File: src/rtl/wb_bus_decoder_pkg.sv
// Shared types and width helpers for the Wishbone bus decoder.
package calsoc_wb_pkg;

  localparam int unsigned MAX_SLAVES = 16;

  typedef enum logic [1:0] {IDLE, BUSY, DECERR, ABORT} wbd_state_t;

  function automatic int unsigned idx_width(input int unsigned n);
    return (n > 1) ? $clog2(n) : 1;
  endfunction

endpackage

File: src/rtl/wb_bus_decoder_if.sv
// Bundle of master-side and slave-side Wishbone signals around the decoder.
// The slave modport is the decoder's view; master is the surrounding fabric's view.
interface wb_bus_decoder_if #(
  parameter int unsigned NS = 6,
  parameter int unsigned AW = 32,
  parameter int unsigned DW = 32
);
  logic              m_cyc_i;
  logic              m_stb_i;
  logic              m_we_i;
  logic [AW-1:0]     m_adr_i;
  logic [DW-1:0]     m_dat_i;
  logic [DW/8-1:0]   m_sel_i;
  logic              m_ack_o;
  logic              m_err_o;
  logic              m_stall_o;
  logic [DW-1:0]     m_dat_o;
  logic [NS-1:0]     s_cyc_o;
  logic [NS-1:0]     s_stb_o;
  logic              s_we_o;
  logic [AW-1:0]     s_adr_o;
  logic [DW-1:0]     s_dat_o;
  logic [DW/8-1:0]   s_sel_o;
  logic [NS-1:0]     s_ack_i;
  logic [NS-1:0]     s_err_i;
  logic [NS-1:0]     s_stall_i;
  logic [NS*DW-1:0]  s_dat_i;

  modport slave (
    input  m_cyc_i, m_stb_i, m_we_i, m_adr_i, m_dat_i, m_sel_i,
    input  s_ack_i, s_err_i, s_stall_i, s_dat_i,
    output m_ack_o, m_err_o, m_stall_o, m_dat_o,
    output s_cyc_o, s_stb_o, s_we_o, s_adr_o, s_dat_o, s_sel_o
  );

  modport master (
    output m_cyc_i, m_stb_i, m_we_i, m_adr_i, m_dat_i, m_sel_i,
    output s_ack_i, s_err_i, s_stall_i, s_dat_i,
    input  m_ack_o, m_err_o, m_stall_o, m_dat_o,
    input  s_cyc_o, s_stb_o, s_we_o, s_adr_o, s_dat_o, s_sel_o
  );
endinterface

File: src/rtl/wb_bus_decoder_addr_decode.sv
// Combinational address/mask decoder; the lowest matching slave index wins.
module wb_addr_decode
  import calsoc_wb_pkg::*;
#(
  parameter int unsigned        NS         = 6,
  parameter int unsigned        AW         = 32,
  parameter int unsigned        IW         = idx_width(NS),
  parameter logic [NS*AW-1:0]   SLAVE_ADDR = '0,
  parameter logic [NS*AW-1:0]   SLAVE_MASK = '0
) (
  input  logic [AW-1:0] adr,
  output logic          hit,
  output logic [IW-1:0] idx
);

  // Scanning downward lets the last (lowest) match overwrite higher ones.
  always_comb begin
    hit = 1'b0;
    idx = '0;
    for (int unsigned i = NS; i > 0; i--) begin
      if ((adr & SLAVE_MASK[(i-1)*AW +: AW]) == SLAVE_ADDR[(i-1)*AW +: AW]) begin
        hit = 1'b1;
        idx = IW'(i - 1);
      end
    end
  end

endmodule

File: src/rtl/wb_bus_decoder.sv
// Single-master to NS-slave pipelined Wishbone B4 decoder with outstanding
// request tracking, decode errors and slave ack timeout.
module wb_bus_decoder
  import calsoc_wb_pkg::*;
#(
  parameter int unsigned       NS              = 6,
  parameter int unsigned       AW              = 32,
  parameter int unsigned       DW              = 32,
  parameter logic [NS*AW-1:0]  SLAVE_ADDR      = '0,
  parameter logic [NS*AW-1:0]  SLAVE_MASK      = '0,
  parameter int unsigned       MAX_OUTSTANDING = 4,
  parameter int unsigned       TIMEOUT         = 1024
) (
  input logic             clk_i,
  input logic             rst_i,
  wb_bus_decoder_if.slave bus
);

  localparam int unsigned IW = idx_width(NS);
  localparam int unsigned CW = $clog2(MAX_OUTSTANDING + 1);
  localparam int unsigned TW = (TIMEOUT > 1) ? $clog2(TIMEOUT) : 1;
  localparam logic [TW-1:0] TMR_LAST = TW'((TIMEOUT > 0) ? TIMEOUT - 1 : 0);
  localparam logic [CW-1:0] CNT_MAX  = CW'(MAX_OUTSTANDING);

  wbd_state_t    state, state_nxt;
  logic [CW-1:0] cnt, cnt_nxt;
  logic [IW-1:0] sel_q, sel_nxt;
  logic [TW-1:0] tmr, tmr_nxt;

  logic          hit;
  logic [IW-1:0] idx;
  logic          req, acc, resp, same;
  logic [NS-1:0] s_cyc, s_stb;
  logic          m_ack, m_err, m_stall;
  logic [DW-1:0] m_dat;

  wb_addr_decode #(
    .NS(NS), .AW(AW), .IW(IW), .SLAVE_ADDR(SLAVE_ADDR), .SLAVE_MASK(SLAVE_MASK)
  ) u_decode (
    .adr(bus.m_adr_i), .hit(hit), .idx(idx)
  );

  always_comb begin
    s_cyc     = '0;
    s_stb     = '0;
    m_ack     = 1'b0;
    m_err     = 1'b0;
    m_stall   = 1'b0;
    m_dat     = '0;
    acc       = 1'b0;
    resp      = 1'b0;
    state_nxt = state;
    cnt_nxt   = cnt;
    sel_nxt   = sel_q;
    tmr_nxt   = '0;
    req       = bus.m_cyc_i & bus.m_stb_i;
    same      = hit && (idx == sel_q);

    case (state)
      DECERR: begin
        m_err     = 1'b1;
        m_stall   = 1'b1;
        state_nxt = IDLE;
      end
      ABORT: begin
        m_err     = 1'b1;
        m_stall   = 1'b1;
        cnt_nxt   = '0;
        state_nxt = IDLE;
      end
      default: begin
        if (state == IDLE || cnt == '0) begin
          if (req && hit) begin
            s_cyc[idx] = 1'b1;
            s_stb[idx] = 1'b1;
            m_stall    = bus.s_stall_i[idx];
            if (!m_stall) begin
              acc       = 1'b1;
              sel_nxt   = idx;
              cnt_nxt   = CW'(1);
              state_nxt = BUSY;
            end
          end else if (req) begin
            acc       = 1'b1;
            state_nxt = DECERR;
          end
        end else begin
          s_cyc[sel_q] = bus.m_cyc_i;
          resp  = bus.m_cyc_i & (bus.s_ack_i[sel_q] | bus.s_err_i[sel_q]);
          m_err = bus.m_cyc_i & bus.s_err_i[sel_q];
          m_ack = bus.m_cyc_i & bus.s_ack_i[sel_q] & ~bus.s_err_i[sel_q];
          if (resp) m_dat = bus.s_dat_i[sel_q*DW +: DW];
          // A response in the same cycle frees a slot, so a full pipe can still accept.
          if (req && same && (cnt < CNT_MAX || resp)) begin
            s_stb[sel_q] = 1'b1;
            m_stall      = bus.s_stall_i[sel_q];
            acc          = ~m_stall;
          end else if (req) begin
            m_stall = 1'b1;
          end
          cnt_nxt = cnt + CW'(acc) - CW'(resp);
          if (cnt_nxt == '0) state_nxt = IDLE;
          if (TIMEOUT != 0 && !acc && !resp) begin
            if (tmr == TMR_LAST) state_nxt = ABORT;
            else                 tmr_nxt   = tmr + 1'b1;
          end
        end
      end
    endcase

    if (!bus.m_cyc_i) begin
      s_cyc     = '0;
      s_stb     = '0;
      cnt_nxt   = '0;
      tmr_nxt   = '0;
      state_nxt = IDLE;
    end

    if (!rst_i) begin
      s_cyc   = '0;
      s_stb   = '0;
      m_ack   = 1'b0;
      m_err   = 1'b0;
      m_stall = 1'b0;
      m_dat   = '0;
    end
  end

  always_ff @(posedge clk_i or negedge rst_i) begin
    if (!rst_i) begin
      state <= IDLE;
      cnt   <= '0;
      sel_q <= '0;
      tmr   <= '0;
    end else begin
      state <= state_nxt;
      cnt   <= cnt_nxt;
      sel_q <= sel_nxt;
      tmr   <= tmr_nxt;
    end
  end

  assign bus.s_cyc_o   = s_cyc;
  assign bus.s_stb_o   = s_stb;
  assign bus.m_ack_o   = m_ack;
  assign bus.m_err_o   = m_err;
  assign bus.m_stall_o = m_stall;
  assign bus.m_dat_o   = m_dat;
  assign bus.s_we_o    = bus.m_we_i;
  assign bus.s_adr_o   = bus.m_adr_i;
  assign bus.s_dat_o   = bus.m_dat_i;
  assign bus.s_sel_o   = bus.m_sel_i;

endmodule
File: src/flat_wrapper.sv
// flat-port wrapper written by rule: the top's interface ports become plain ports
module wb_bus_decoder_flat import calsoc_wb_pkg::*;
#(
  parameter int unsigned       NS              = 6,
  parameter int unsigned       AW              = 32,
  parameter int unsigned       DW              = 32,
  parameter logic [NS*AW-1:0]  SLAVE_ADDR      = '0,
  parameter logic [NS*AW-1:0]  SLAVE_MASK      = '0,
  parameter int unsigned       MAX_OUTSTANDING = 4,
  parameter int unsigned       TIMEOUT         = 1024
)
  (clk_i, rst_i, bus_m_cyc_i, bus_m_stb_i, bus_m_we_i, bus_m_adr_i, bus_m_dat_i, bus_m_sel_i, bus_s_ack_i, bus_s_err_i, bus_s_stall_i, bus_s_dat_i, bus_m_ack_o, bus_m_err_o, bus_m_stall_o, bus_m_dat_o, bus_s_cyc_o, bus_s_stb_o, bus_s_we_o, bus_s_adr_o, bus_s_dat_o, bus_s_sel_o);
  wb_bus_decoder_if #(.NS(NS), .AW(AW), .DW(DW)) bus_i ();
  input logic clk_i;
  input logic rst_i;
  input wire logic [$bits(bus_i.m_cyc_i)-1:0] bus_m_cyc_i;
  input wire logic [$bits(bus_i.m_stb_i)-1:0] bus_m_stb_i;
  input wire logic [$bits(bus_i.m_we_i)-1:0] bus_m_we_i;
  input wire logic [$bits(bus_i.m_adr_i)-1:0] bus_m_adr_i;
  input wire logic [$bits(bus_i.m_dat_i)-1:0] bus_m_dat_i;
  input wire logic [$bits(bus_i.m_sel_i)-1:0] bus_m_sel_i;
  input wire logic [$bits(bus_i.s_ack_i)-1:0] bus_s_ack_i;
  input wire logic [$bits(bus_i.s_err_i)-1:0] bus_s_err_i;
  input wire logic [$bits(bus_i.s_stall_i)-1:0] bus_s_stall_i;
  input wire logic [$bits(bus_i.s_dat_i)-1:0] bus_s_dat_i;
  output wire logic [$bits(bus_i.m_ack_o)-1:0] bus_m_ack_o;
  output wire logic [$bits(bus_i.m_err_o)-1:0] bus_m_err_o;
  output wire logic [$bits(bus_i.m_stall_o)-1:0] bus_m_stall_o;
  output wire logic [$bits(bus_i.m_dat_o)-1:0] bus_m_dat_o;
  output wire logic [$bits(bus_i.s_cyc_o)-1:0] bus_s_cyc_o;
  output wire logic [$bits(bus_i.s_stb_o)-1:0] bus_s_stb_o;
  output wire logic [$bits(bus_i.s_we_o)-1:0] bus_s_we_o;
  output wire logic [$bits(bus_i.s_adr_o)-1:0] bus_s_adr_o;
  output wire logic [$bits(bus_i.s_dat_o)-1:0] bus_s_dat_o;
  output wire logic [$bits(bus_i.s_sel_o)-1:0] bus_s_sel_o;
  assign bus_i.m_cyc_i = bus_m_cyc_i;
  assign bus_i.m_stb_i = bus_m_stb_i;
  assign bus_i.m_we_i = bus_m_we_i;
  assign bus_i.m_adr_i = bus_m_adr_i;
  assign bus_i.m_dat_i = bus_m_dat_i;
  assign bus_i.m_sel_i = bus_m_sel_i;
  assign bus_i.s_ack_i = bus_s_ack_i;
  assign bus_i.s_err_i = bus_s_err_i;
  assign bus_i.s_stall_i = bus_s_stall_i;
  assign bus_i.s_dat_i = bus_s_dat_i;
  assign bus_m_ack_o = bus_i.m_ack_o;
  assign bus_m_err_o = bus_i.m_err_o;
  assign bus_m_stall_o = bus_i.m_stall_o;
  assign bus_m_dat_o = bus_i.m_dat_o;
  assign bus_s_cyc_o = bus_i.s_cyc_o;
  assign bus_s_stb_o = bus_i.s_stb_o;
  assign bus_s_we_o = bus_i.s_we_o;
  assign bus_s_adr_o = bus_i.s_adr_o;
  assign bus_s_dat_o = bus_i.s_dat_o;
  assign bus_s_sel_o = bus_i.s_sel_o;
  wb_bus_decoder #(.NS(NS), .AW(AW), .DW(DW), .SLAVE_ADDR(SLAVE_ADDR), .SLAVE_MASK(SLAVE_MASK), .MAX_OUTSTANDING(MAX_OUTSTANDING), .TIMEOUT(TIMEOUT)) u_core (.clk_i(clk_i), .rst_i(rst_i), .bus(bus_i));
endmodule
File: config.mk
export PLATFORM = sky130hd
export DESIGN_NAME = wb_bus_decoder_flat
export DESIGN_NICKNAME = d
export VERILOG_FILES = /design/src/rtl/wb_bus_decoder_pkg.sv /design/src/rtl/wb_bus_decoder_if.sv /design/src/rtl/wb_bus_decoder_addr_decode.sv /design/src/rtl/wb_bus_decoder.sv /design/src/flat_wrapper.sv
export SDC_FILE = /design/constraint.sdc
export NUM_CORES = 1
export LEC_CHECK = 0
export ABC_AREA = 1
export CORE_AREA = 3 3 156 158
export CTS_BUF_LIST = sky130_fd_sc_hd__clkbuf_4 sky130_fd_sc_hd__clkbuf_8
export CTS_CLUSTER_DIAMETER = 30
export CTS_CLUSTER_SIZE = 14
export DETAILED_ROUTE_END_ITERATION = 12
export DIE_AREA = 0 0 159 161
export GPL_TIMING_DRIVEN = 0
export MAX_ROUTING_LAYER = met4
export SLEW_MARGIN = 20
export SYNTH_ARGS = -nofsm -noshare
export SYNTH_HDL_FRONTEND = slang
export SYNTH_SLANG_ARGS = --single-unit
File: constraint.sdc
create_clock -name clk_i -period 1.5 [get_ports clk_i]
set_input_delay 0.3 -clock clk_i [delete_from_list [all_inputs] [get_ports clk_i]]
set_output_delay 0.3 -clock clk_i [all_outputs]
set_load 0.01 [all_outputs]
==> reports/qor.yml <==
grt:
  gr-usage-met3_pct: 3.67
  grt_overflow: 0
  met2_usage_pct: 9.97
  use_met1_pct: 6.88
  grt_max_degree: 16
  grt_antenna_before_repair: 0
  grt_pass1_vias: 2162
  grt_pass1_wl_um: 12000
  busiest_layer: "met2"
  gr-usage-all-layers_pct: 6.20
layout:
  nFillCells: 2632
  area_growth_pct: 131
  n_antenna_cell: 0
  finalNetCount: 750
  seqCellArea_um2: 378
  multi_input_area_um2: 1000
  final_common_cell: "clkdlybuf4s50_1"
  fin_area_um2: 4160
  layout_common_cells: "clkdlybuf4s50_1, buf_4, nand2_1"
  drive_gt1_share_pct: 47.4
detailed_routing:
  firstDrtPassIters: 4
  vias: 2261
  via_per_inst: 2.90
  drcViolationCount: 0
  routed_wl_um: 8480
  drtIter0Drc: 80
  wl_per_cell_um: 10.9
  antenna_left: 0
flow_run:
  cap_violations: 0
critical_path:
  path_cells: "nor2_4, a21oi_4, nand3_4, buf_6, buf_6, buf_6, nor2_1, buf_2"
  cp.required_ns: 1.20
  critPathTopFamily: "buffers and inverters"
  cp_num_buf_inv: 4
  endpoint_kind: "output pin"
  path_common_cell: "buf_6"
  crit_type: "reg2out"
  critPathArrivalTime_ns: 1.67
  start_kind: "register"
  cpMaxStageDelayCell: "dfrtp_2"
  critical-path-max-stage-delay_ns: 0.42
  crit_fanout: 5
floorplan:
  rows: 56
  dieHeight_um: 161
  io_pins: 399
  core-area_um2: 23300
  die-width_um: 159
  dieArea_um2: 25600
  initial_utilization_pct: 7.73
timing:
  slew_viol_final: 0
  setup_viol: 40
  relSlewSlack_pct: 51.2
  finalCritPeriodShare_pct: 131
  fmax_mhz: 507
  hold_violations: 0
  fin_ws_ns: -0.472
  fin_crit_ns: 1.97
  fin_skew_ns: 0.000711
  fin_hold_ws_ns: 0.460
  tightest_slew_ns: 0.730
  rsz0062_at_grt: "true"
clocking:
  cts.path.max_buffers: 2
  clockRootBuffer: "clkbuf_8"
  cts.sinks: 15
  htreeDepth: 1
  clk-insertion-delay-late_ns: 0.25
  numCtsBuffers: 3
  clkSlewWorstSetupHoldPaths_ns: 0.06
  cts_tree: "yes"
logic_synthesis:
  synth_cells: 274
  synth.top_cell.area_share_pct: 33.0
  ys_warn_count: 0
  synth_cell_types: 25
  ys_seq_elements: 15
  synth.avg_cell_area_um2: 6.56
  netlist_area_um2: 1800
  synth_top_cells_by_area: "buf_4, dfrtp_1, nand2_1"
  ys_seq_area_share_pct: 20.9
  synth_top_area_cell: "buf_4"
place:
  portBuffers: 144
  post-dp-hpwl_um: 6520
  placed_cell_area_um2: 3750
  place.gp.congestion: 0.760
run_status:
  status: "complete, but fails checks"
  violations: "setup timing"
worst_hold_path:
  min_path_type: "reg2reg"
pwr:
  peakVddDrop_uv: 193
  p_per_area_nw_per_um2: 368
  p_leak_nw: 1.85
-- timing repair --
| item | in CTS | in global routing |
|---|---|---|
| pin swaps | 15 | 18 |
| setup buffers | 20 | 6 |
| gates cloned | 4 | 0 |
| hold buffers | 1 | 0 |
| setup endpoints to repair | 52 | 50 |
| resized for setup | 210 | 62 |
| endpoints found under the hold margin | 15 | 0 |
-- Yosys cell counts --
| master | instances |
|---|---|
| xor2_1 | 4 |
| conb_1 | 1 |
| nor2_4 | 1 |
| a31oi_1 | 1 |
| clkbuf_1 | 2 |
| nand4_1 | 1 |
| nor2_1 | 50 |
| nand3_1 | 9 |
| buf_4 | 79 |
| nand3b_1 | 1 |
| nor2_2 | 1 |
| buf_2 | 4 |
| a21oi_4 | 1 |
| nand2_2 | 2 |
| o21ai_0 | 6 |
| inv_1 | 21 |
| nand3_2 | 1 |
| o31ai_1 | 1 |
| a21oi_1 | 2 |
| nand2_1 | 61 |
| fa_1 | 1 |
| nor3_1 | 3 |
| xnor2_1 | 3 |
| dfrtp_1 | 15 |
| ha_1 | 3 |
-- cell families after synthesis --
group	count (synthesis)	share of synthesized area, %
flops	15	20.9
buf+inv	106	38.9
other cells	1	0.209
compound gates	11	3.90
fa+ha+maj	4	3.20
simple gates	130	29.5
xor+xnor	7	3.41
-- flip-flops by register name, summed over array words and instances (netlist names) --
name	cells
u_core.tmr	10
u_core.cnt	3
u_core.state	2
-- path summary, 6_finish.rpt --
check | from | end | slack (ns) | cells after the start
max in group asynchronous | rst_i | u_core.state[1]$_DFFE_PN0P_ | 0.23 | 2
worst max-delay path | u_core.state[1]$_DFFE_PN0P_ | bus_m_dat_o[21] | -0.47 | 8
min in group asynchronous | rst_i | u_core.tmr[3]$_DFF_PN0_ | 0.77 | 2
worst max register to register | u_core.cnt[0]$_DFFE_PN0P_ | u_core.state[0]$_DFFE_PN0P_ | -0.39 | 12
worst min register to register | u_core.tmr[0]$_DFF_PN0_ | u_core.tmr[0]$_DFF_PN0_ | 0.46 | 1
worst min-delay path | u_core.tmr[0]$_DFF_PN0_ | u_core.tmr[0]$_DFF_PN0_ | 0.46 | 1
-- through the flow --
stage | std cells | TNS, ns | power [mW] | util (%) | setup slack (ns)
final | 781 | -13.55 | 1.53 | 17.9 | -0.472
after global routing | 781 | -17.13 | 1.63 | 17.9 | -0.556
after detailed placement | 746 | -63.31 | 1.12 | 16.1 | -1.51
after global placement | 746 | -62.14 | 1.12 | 16.1 | -1.47
after CTS | 775 | -14.20 | 1.52 | 17.2 | -0.465
after floorplan | 283 | -0.593 | 0.751 | - | -0.267
-- area by class of cell --
cell class	count	share of cell area, %
timing repair buffer	174	37.8
inverter	21	2.11
clock buffer	4	1.17
sequential	15	9.09
buffer	85	16.1
multi-input combinational	163	24.1
tap	319	9.60
-- report_power, final --
part	internal, mW	switching [mW]
registers	0.409	0.00476
clock network	0.206	0.136
logic	0.473	0.304
-- metal layers --
metal,share of wire (%),vias up
li1,-,1120
met1,38,995
met2,47,141
met3,14,5
met4,0.50,0
met5,0,-
Power figures use the tool's default switching activity.
==> variant: new RTL, config.mk and constraints unchanged <==
`MAX_OUTSTANDING` is set to 4 in 2 places; all go to 8.
--- a/src/rtl/wb_bus_decoder.sv
+++ b/src/rtl/wb_bus_decoder.sv
@@ -10,3 +10,3 @@
   parameter logic [NS*AW-1:0]  SLAVE_MASK      = '0,
-  parameter int unsigned       MAX_OUTSTANDING = 4,
+  parameter int unsigned       MAX_OUTSTANDING = 8,
   parameter int unsigned       TIMEOUT         = 1024
--- a/src/flat_wrapper.sv
+++ b/src/flat_wrapper.sv
@@ -8,3 +8,3 @@
   parameter logic [NS*AW-1:0]  SLAVE_MASK      = '0,
-  parameter int unsigned       MAX_OUTSTANDING = 4,
+  parameter int unsigned       MAX_OUTSTANDING = 8,
   parameter int unsigned       TIMEOUT         = 1024
Behaviour: same outputs for any inputs over 4 cycles, from zero or initial values and one cycle with rst_i low; that may be too few to reach the edited logic, so the function may still have changed.
==> variant against the original RTL <==
The run still ends with setup timing left. Routed wire length shrank 11%. Area after synthesis increased by 15%. Synthesized cell count increased by 5.1%. Sequential cell count increased by 1. Design area grew 9.9%. Sequential power up 6.8%. Via count increased by 2.0%. Register-to-register slack lost 180 ps. Setup slack got worse by 110 ps. Total power is 7.4% higher. Critical path type is now in -> reg. Largest power group unchanged. Highest routed layer unchanged.
==> variant: results (changes against the original RTL) <==
stage;metric;value;unit;change
cts;cts_buffers;3;;unchanged
logic_synthesis;synth_area_leaders;buf_4, dfrtp_1, nand2_1;;unchanged
sta;finalSetupTns;-20100;ps;was -13,550 ps
detailed_routing;wl_met1;3150;um;was 3270 um
global_route;grt_pass1_wl;11300;um;was 12,000 um
cells_and_area;fillers;2573;;was 2,632
power_and_ir_drop;p_leak;0.00192;uW;was 0.00185 uW
cts;cts_resized;241;;was 210
global_route;grt_max_degree;17;;was 16
logic_synthesis;synth_common_cells;buf_4, nand2_1, nor2_1, nor2_2, inv_1;;was buf_4, nand2_1, nor2_1, inv_1, dfrtp_1
placement;port_buffers;144;;unchanged
worst_hold_path;hp-start;bus_m_cyc_i;;was u_core.tmr[0]
run_status;violations;setup timing;;unchanged
logic_synthesis;synth.area.mux_share;0;;unchanged
cells_and_area;fin_nets;758;;was 750
detailed_routing;vias;2306;;was 2,261
critical_path;worstPathMaxFanout;3;;was 5
detailed_routing;wl_per_cell;9.62;um;was 10.9 um
logic_synthesis;ys_types;32;;was 25
sta;fin_ws;-585;ps;was -472 ps
critical_path;r2r_slack;-570;ps;was -390 ps
worst_hold_path;hold_path_end;u_core.state[0];;was u_core.tmr[0]
cells_and_area;multi_input_area;1270;um^2;was 1000 um^2
detailed_routing;met3_length;805;um;was 1180 um
global_route;track_usage;0.0553;;was 0.0620
logic_synthesis;synth_xor_area_frac;0.0296;;was 0.0341
logic_synthesis;synth-compound-area-share;0.0350;;was 0.0390
critical_path;critPathMaxStageDelay;470;ps;was 420 ps
logic_synthesis;synthAdderAreaFrac;0.0459;;was 0.0320
cells_and_area;drive_above_1_share;0.495;;was 0.474
placement;routabilityCongestion;0.776;;was 0.760
detailed_routing;vias_per_cell;2.93;;was 2.90
detailed_routing;drtIter0Drc;59;;was 80
sta;skew;1.74;ps;was 0.711 ps
placement;dp_hpwl;6200;um;was 6520 um
worst_hold_path;min_path_type;in -> reg;;was reg -> reg
critical_path;cp-startpoint;bus_s_ack_i[0];;was u_core.state[1]
cells_and_area;top_regs;u_core.tmr x10, u_core.cnt x4, u_core.state x2;;was u_core.tmr x10, u_core.cnt x3, u_core.state x2
worst_hold_path;holdPathStages;5;;was 1
logic_synthesis;yosysSeqAreaShare;0.193;;was 0.209
sta;tightest_slew;718;ps;was 730 ps
placement;dp_slack;-1760;ps;was -1510 ps
critical_path;critical_path.top_delay_family;adder cells;;was buffers and inverters
run_status;outcome;finished with violations;;unchanged
cts;post-cts-setup-buffers;16;;was 20
sta;fin_hold_ws;461;ps;was 460 ps
sta;setup_viol;53;;was 40
[variant: changes by cell type in the layout (fill, tap and decap cells not counted), moves of 3 or more]
cell,before,now
buf_12,1,6
buf_2,34,6
buf_6,27,40
inv_2,6,10
nand2_1,54,51
nor2_1,23,15
nor2_2,20,8
nor2_4,9,32
or2_4,0,3
[variant: final cells by class]
type,count,share of cell area
multi-input combinational,174,0.277
timing repair buffer,168,0.374
clock buffer,4,0.0120
tap,319,0.0873
sequential,16,0.0878
buffer,84,0.144
inverter,21,0.0172
[variant: per-layer routing]
layer / global-route usage / vias up
met3: 0.0213 / 6
met2: 0.0884 / 133
li1: - / 1155
met5: - / -
met4: 0.00955 / 0
met1: 0.0673 / 1012
[variant: report_power, final]
part / switching (uW) / internal (uW)
Sequential: 4.42 / 436
Clock: 145 / 233
Combinational: 334 / 492
[variant: kinds of logic after synthesis]
logic type | Yosys count
adders and majority gates | 7
DFF | 16
and+or+nand+nor | 139
other | 1
xor gates and xnor gates | 7
buffers and inverters | 107
AOI/OAI and AO/OA | 11
